`config.mk`:
```
export PLATFORM = sky130hd
export DESIGN_NAME = mux_scan_ctrl_flat
export DESIGN_NICKNAME = d
export VERILOG_FILES = /design/src/rtl/mux_scan_ctrl_if.sv /design/src/rtl/mux_scan_ctrl.sv /design/src/flat_wrapper.sv
export SDC_FILE = /design/constraint.sdc
export NUM_CORES = 1
export LEC_CHECK = 0
export CAP_MARGIN = 20
export CORE_MARGIN = 2
export CORE_UTILIZATION = 50
export DETAILED_ROUTE_END_ITERATION = 12
export PLACE_DENSITY_LB_ADDON = 0.3
export SYNTH_ARGS = -nofsm -noshare
export SYNTH_HDL_FRONTEND = slang
export SYNTH_SLANG_ARGS = --single-unit
```
`constraint.sdc`:
```
create_clock -name clk -period 1.6 [get_ports clk]
set_input_delay 0.48 -clock clk [delete_from_list [all_inputs] [get_ports clk]]
set_output_delay 0.48 -clock clk [all_outputs]
set_load 0.02 [all_outputs]
```
`src/rtl/mux_scan_ctrl_if.sv`:
```
// Handshake/bus bundle between the scan controller and whoever drives it.
// The master starts scans and feeds y_in; the controller returns sel/data/valid/busy.
interface mux_scan_ctrl_if;
  logic       start;
  logic       cont;
  logic       abort;
  logic       y_in;
  logic [1:0] sel;
  logic [3:0] data;
  logic       valid;
  logic       busy;

  modport master (
    output start, cont, abort, y_in,
    input  sel, data, valid, busy
  );

  modport slave (
    input  start, cont, abort, y_in,
    output sel, data, valid, busy
  );
endinterface

```
`src/rtl/mux_scan_ctrl.sv`:
```
// Scans a 4:1 mux channel by channel, settling SETTLE cycles per channel,
// and publishes the assembled 4-bit word with a one-cycle valid strobe.
module mux_scan_ctrl #(
  parameter int unsigned SETTLE = 1
) (
  input  logic            clk,
  input  logic            rst_n,
  mux_scan_ctrl_if.slave  bus
);

  typedef enum logic [1:0] {
    S_IDLE   = 2'd0,
    S_SETTLE = 2'd1,
    S_SAMPLE = 2'd2,
    S_DONE   = 2'd3
  } state_t;

  // With no settle time a channel goes straight to its sample cycle.
  localparam logic [2:0] CNT_LAST   = (SETTLE == 0) ? 3'd0 : 3'(SETTLE - 1);
  localparam state_t     SCAN_ENTRY = (SETTLE == 0) ? S_SAMPLE : S_SETTLE;

  state_t     state_q, state_d;
  logic [1:0] sel_q,   sel_d;
  logic [2:0] cnt_q,   cnt_d;
  logic [3:0] shift_q, shift_d;
  logic [3:0] data_q,  data_d;
  logic       valid_q, valid_d;
  logic       busy_q,  busy_d;

  always_ff @(posedge clk or negedge rst_n) begin
    if (!rst_n) begin
      state_q <= S_IDLE;
      sel_q   <= 2'd0;
      cnt_q   <= 3'd0;
      shift_q <= 4'd0;
      data_q  <= 4'd0;
      valid_q <= 1'b0;
      busy_q  <= 1'b0;
    end else begin
      state_q <= state_d;
      sel_q   <= sel_d;
      cnt_q   <= cnt_d;
      shift_q <= shift_d;
      data_q  <= data_d;
      valid_q <= valid_d;
      busy_q  <= busy_d;
    end
  end

  always_comb begin
    state_d = state_q;
    sel_d   = sel_q;
    cnt_d   = cnt_q;
    shift_d = shift_q;
    data_d  = data_q;

    unique case (state_q)
      S_IDLE: begin
        sel_d = 2'd0;
        cnt_d = 3'd0;
        if (bus.start) state_d = SCAN_ENTRY;
      end

      S_SETTLE: begin
        if (bus.abort) begin
          state_d = S_IDLE;
          sel_d   = 2'd0;
          cnt_d   = 3'd0;
        end else if (cnt_q == CNT_LAST) begin
          state_d = S_SAMPLE;
        end else begin
          cnt_d = cnt_q + 3'd1;
        end
      end

      S_SAMPLE: begin
        if (bus.abort) begin
          state_d = S_IDLE;
          sel_d   = 2'd0;
          cnt_d   = 3'd0;
        end else begin
          shift_d[sel_q] = bus.y_in;
          cnt_d          = 3'd0;
          if (sel_q == 2'd3) begin
            // Last channel bypasses the shift register so data sees it this edge.
            state_d = S_DONE;
            sel_d   = 2'd0;
            data_d  = {bus.y_in, shift_q[2:0]};
          end else begin
            state_d = SCAN_ENTRY;
            sel_d   = sel_q + 2'd1;
          end
        end
      end

      S_DONE: begin
        sel_d = 2'd0;
        cnt_d = 3'd0;
        if (bus.abort)     state_d = S_IDLE;
        else if (bus.cont) state_d = SCAN_ENTRY;
        else               state_d = S_IDLE;
      end

      default: begin
        state_d = S_IDLE;
        sel_d   = 2'd0;
        cnt_d   = 3'd0;
      end
    endcase

    // Status flags are registered from the next state so they line up with it.
    valid_d = (state_d == S_DONE);
    busy_d  = (state_d != S_IDLE);
  end

  assign bus.sel   = sel_q;
  assign bus.data  = data_q;
  assign bus.valid = valid_q;
  assign bus.busy  = busy_q;

endmodule

```
`src/flat_wrapper.sv`:
```
// flat-port wrapper written by rule: the top's interface ports become plain ports
module mux_scan_ctrl_flat 
#(
  parameter int unsigned SETTLE = 1
)
  (clk, rst_n, bus_start, bus_cont, bus_abort, bus_y_in, bus_sel, bus_data, bus_valid, bus_busy);
  mux_scan_ctrl_if bus_i ();
  input  logic clk;
  input  logic rst_n;
  input wire logic [$bits(bus_i.start)-1:0] bus_start;
  input wire logic [$bits(bus_i.cont)-1:0] bus_cont;
  input wire logic [$bits(bus_i.abort)-1:0] bus_abort;
  input wire logic [$bits(bus_i.y_in)-1:0] bus_y_in;
  output wire logic [$bits(bus_i.sel)-1:0] bus_sel;
  output wire logic [$bits(bus_i.data)-1:0] bus_data;
  output wire logic [$bits(bus_i.valid)-1:0] bus_valid;
  output wire logic [$bits(bus_i.busy)-1:0] bus_busy;
  assign bus_i.start = bus_start;
  assign bus_i.cont = bus_cont;
  assign bus_i.abort = bus_abort;
  assign bus_i.y_in = bus_y_in;
  assign bus_sel = bus_i.sel;
  assign bus_data = bus_i.data;
  assign bus_valid = bus_i.valid;
  assign bus_busy = bus_i.busy;
  mux_scan_ctrl #(.SETTLE(SETTLE)) u_core (.clk(clk), .rst_n(rst_n), .bus(bus_i));
endmodule
```
==> flow_metrics.py <==
metrics = {
    "status": {
        "status": "complete, no violations",
    },
    "pwr": {
        "p_leak_uw": 0.000516,
        "power_uw": 870,
        "power.share.switching_pct": 25.2,
        "power_frac_clock_pct": 30.5,
        "vdd_drop_max_mv": 0.566,
        "power.share.sequential_pct": 52.9,
        "power.switching_uw": 220,
        "pwr-share-comb_pct": 16.5,
        "p_per_area_mw_per_mm2": 852,
        "p_int_uw": 651,
    },
    "floorplan": {
        "fp.dieW_um": 44.3,
        "coreArea_mm2": 0.00152,
        "die-area_mm2": 0.00197,
        "rows": 14,
        "die_h_um": 44.3,
        "initial_utilization_pct": 53.4,
        "pin_count": 14,
    },
    "grt": {
        "grt_usage_pct": 18.2,
        "grtUsageMet3_pct": 4.49,
        "use_met1_pct": 22.7,
        "overflow": 0,
        "top_usage_layer": "met2",
        "grt_pass1_wl_um": 2500,
        "grt_max_degree": 17,
        "antenna_found_initial": 0,
        "grt_pass1_vias": 584,
        "use_met2_pct": 29.4,
    },
    "job": {
        "maxCapViolCount": 0,
    },
    "sta": {
        "period_needed_ps": 1490,
        "fin_skew_ps": 7.32,
        "slew_headroom_pct": 83.6,
        "finalSetupTns_ps": 0,
        "fin_crit_sh_pct": 93.3,
        "timing_worst_slew_pin_value_ps": 242,
        "rsz0062_at_grt": "no",
        "drv_slew": 0,
        "hold_viol_final": 0,
        "finalSetupViolCount": 0,
        "layout_setup_ws_ps": 107,
        "max_freq_ghz": 0.670,
    },
    "synthesis": {
        "synth_area_per_cell_um2": 12.1,
        "yosysUniqueCellTypes": 22,
        "netlist_instances": 67,
        "yosys_register_bits": 16,
        "ys_seq_area_share_pct": 49.2,
        "syn_area_um2": 813,
        "ys_warn_count": 0,
        "syn_nets": 79,
    },
    "clocking": {
        "postCtsSetupBuffers": 0,
        "cts_htree_levels": 1,
        "clk_pin_slew_worst_paths_ps": 100,
        "numCtsBuffers": 3,
        "cts_hold_buf": 0,
        "cts_buffer_depth": 2,
        "cts_sinks": 16,
        "root_buffer": "clkbuf_4",
        "clkLatencyLatePin_ps": 290,
        "cts_tree": "built",
    },
    "layout": {
        "insertedDiodeCount": 0,
        "fillCellCount": 124,
        "drive_gt1_share_pct": 19.1,
        "multi_input_area_um2": 378,
        "seq_area_um2": 400,
        "syn_to_final_growth_pct": 25.7,
        "fin_nets": 102,
    },
    "route": {
        "drt_iter0_markers": 3,
        "vias": 557,
        "routedWlPerCell_um": 13.0,
        "remaining_drc_errors": 0,
        "vias_per_cell": 5.30,
        "drt_pre_antenna_iters": 4,
        "drt-total-wl_um": 1360,
        "ant_nets": 0,
    },
    "setup_path": {
        "cp_max_fo": 5,
        "critPathTopFamily": "simple AND/OR/NAND/NOR gates",
        "crit_slowest_cell": "clkdlybuf4s50_1",
        "worstPathCellList": "clkdlybuf4s50_1 > nor3b_2 > and2_4 > mux2_4",
        "crit_path_start_kind": "input port",
        "crit_required_ps": 1770,
        "crit_path_end_kind": "register",
        "worstSetupPathType": "in -> reg",
        "cp_slowest_stage_delay_ps": 440,
        "cp.arrival_ps": 1670,
        "worstPathBufferInverterCount": 1,
    },
    "placement": {
        "preCtsSetupSlack_ps": -208,
        "gp_congestion": 0.769,
        "portBuffers": 13,
        "dpl.hpwl_um": 1020,
    },
    "hold_path": {
        "hold_path_class": "in -> async",
    },
}
==> power by group through the flow <==
stage                     Clock [µW]  Combinational, µW  Sequential [µW]
after CTS                        275                146              461
after global placement             0                147              468
after detailed placement           0                152              469
final                            266                144              461
after floorplan                    0               72.6              477
after global routing             298                162              467
==> kinds of logic after synthesis <==
kind of cell,after synthesis,share of synthesized area (%)
adders and majority gates,6,9.23
xor gates and xnor gates,1,1.08
buffers and inverters,6,4.31
and+or+nand+nor,23,17.4
muxes,9,14.0
AOI/OAI and AO/OA,6,4.77
DFF,16,49.2
==> synthesized netlist by cell type <==
cell type | number | share of area, %
and2b_1 | 1 | 0.92
nor3b_2 | 1 | 1.5
a311o_1 | 1 | 1.2
nor4b_1 | 1 | 1.1
nand4bb_1 | 1 | 1.4
nand3b_1 | 2 | 1.8
mux2i_1 | 2 | 2.5
mux2_1 | 3 | 4.2
and2_4 | 1 | 1.1
buf_8 | 1 | 1.8
ha_1 | 6 | 9.2
xnor2_1 | 1 | 1.1
inv_1 | 4 | 1.8
nor2_1 | 5 | 2.3
a31o_1 | 1 | 1.1
nand2_1 | 4 | 1.8
nor2b_1 | 2 | 1.5
dfrtp_1 | 16 | 49
mux2_4 | 4 | 7.4
buf_2 | 1 | 0.61
nand2b_1 | 5 | 3.8
a21oi_1 | 4 | 2.5
==> state kept, by name (all words and copies together), names as in the netlist <==
| name | count |
|---|---|
| u_core.bus.valid | 1 |
| u_core.state_q | 2 |
| u_core.bus.sel | 2 |
| u_core.bus.data | 4 |
| u_core.shift_q | 3 |
| u_core.bus.busy | 1 |
| u_core.cnt_q | 3 |
==> worst paths after layout <==
| check | start | endpoint | slack (ps) | cells after the start |
|---|---|---|---|---|
| max | bus_abort | u_core.bus.data[3] | 110 | 4 |
| min | rst_n | u_core.shift_q[1] | 500 | 2 |
| max reg2reg | u_core.cnt_q[0] | u_core.cnt_q[1] | 220 | 6 |
| min reg2reg | u_core.shift_q[1] | u_core.shift_q[1] | 500 | 1 |
| max in group asynchronous | rst_n | u_core.cnt_q[2] | 910 | 2 |
| min in group clk | u_core.shift_q[1] | u_core.shift_q[1] | 500 | 1 |
==> repair_timing <==
| action | 4_1_cts | 5_1_grt |
|---|---|---|
| setup endpoints to repair | 8 | 0 |
| resized for setup | 8 | 0 |
| endpoints found under the hold margin | 0 | 0 |
==> metrics by stage <==
step,cell area [µm²],util [%],std cells,hold slack (ps)
after floorplan,813,-,67,184
after global placement,996,65.4,101,476
after detailed placement,996,65.4,101,486
after CTS,1020,67.1,105,499
after global routing,1020,67.1,105,519
final,1020,67.1,105,500
==> placed cells by master (no fill, tap or decap) <==
cell type and count:
clkbuf_4 3, ha_1 6, a311o_1 1, mux2i_1 2
nand4bb_1 1, xnor2_1 1, nor3b_2 1, inv_1 4
mux2_1 3, nand2b_1 5, and2_4 1, dlygate4sd2_1 8
nand2_1 4, a21oi_1 4, mux2_4 4, and2b_1 1
buf_4 7, clkbuf_8 1, nor2_1 5, nand3b_1 2
clkdlybuf4s50_1 5, nor2b_1 2, dfrtp_1 16, nor4b_1 1
a31o_1 1
==> routing by layer <==
metal  part of all wire [%]  routed length [µm]  vias to the layer above
li1                       -                   -                      269
met1                     44                 606                      267
met2                     48                 652                       15
met3                    5.1                  70                        6
met4                    2.3                  32                        0
met5                      0                   0                        -
==> area by class of cell <==
cell class | instances | share of cell area (%)
sequential | 16 | 39.2
multi-input combinational | 45 | 37.0
clock buffer | 4 | 3.55
timing repair buffer | 20 | 16.9
tap | 16 | 1.96
inverter | 4 | 1.47
(Power assumes the default switching activity.)
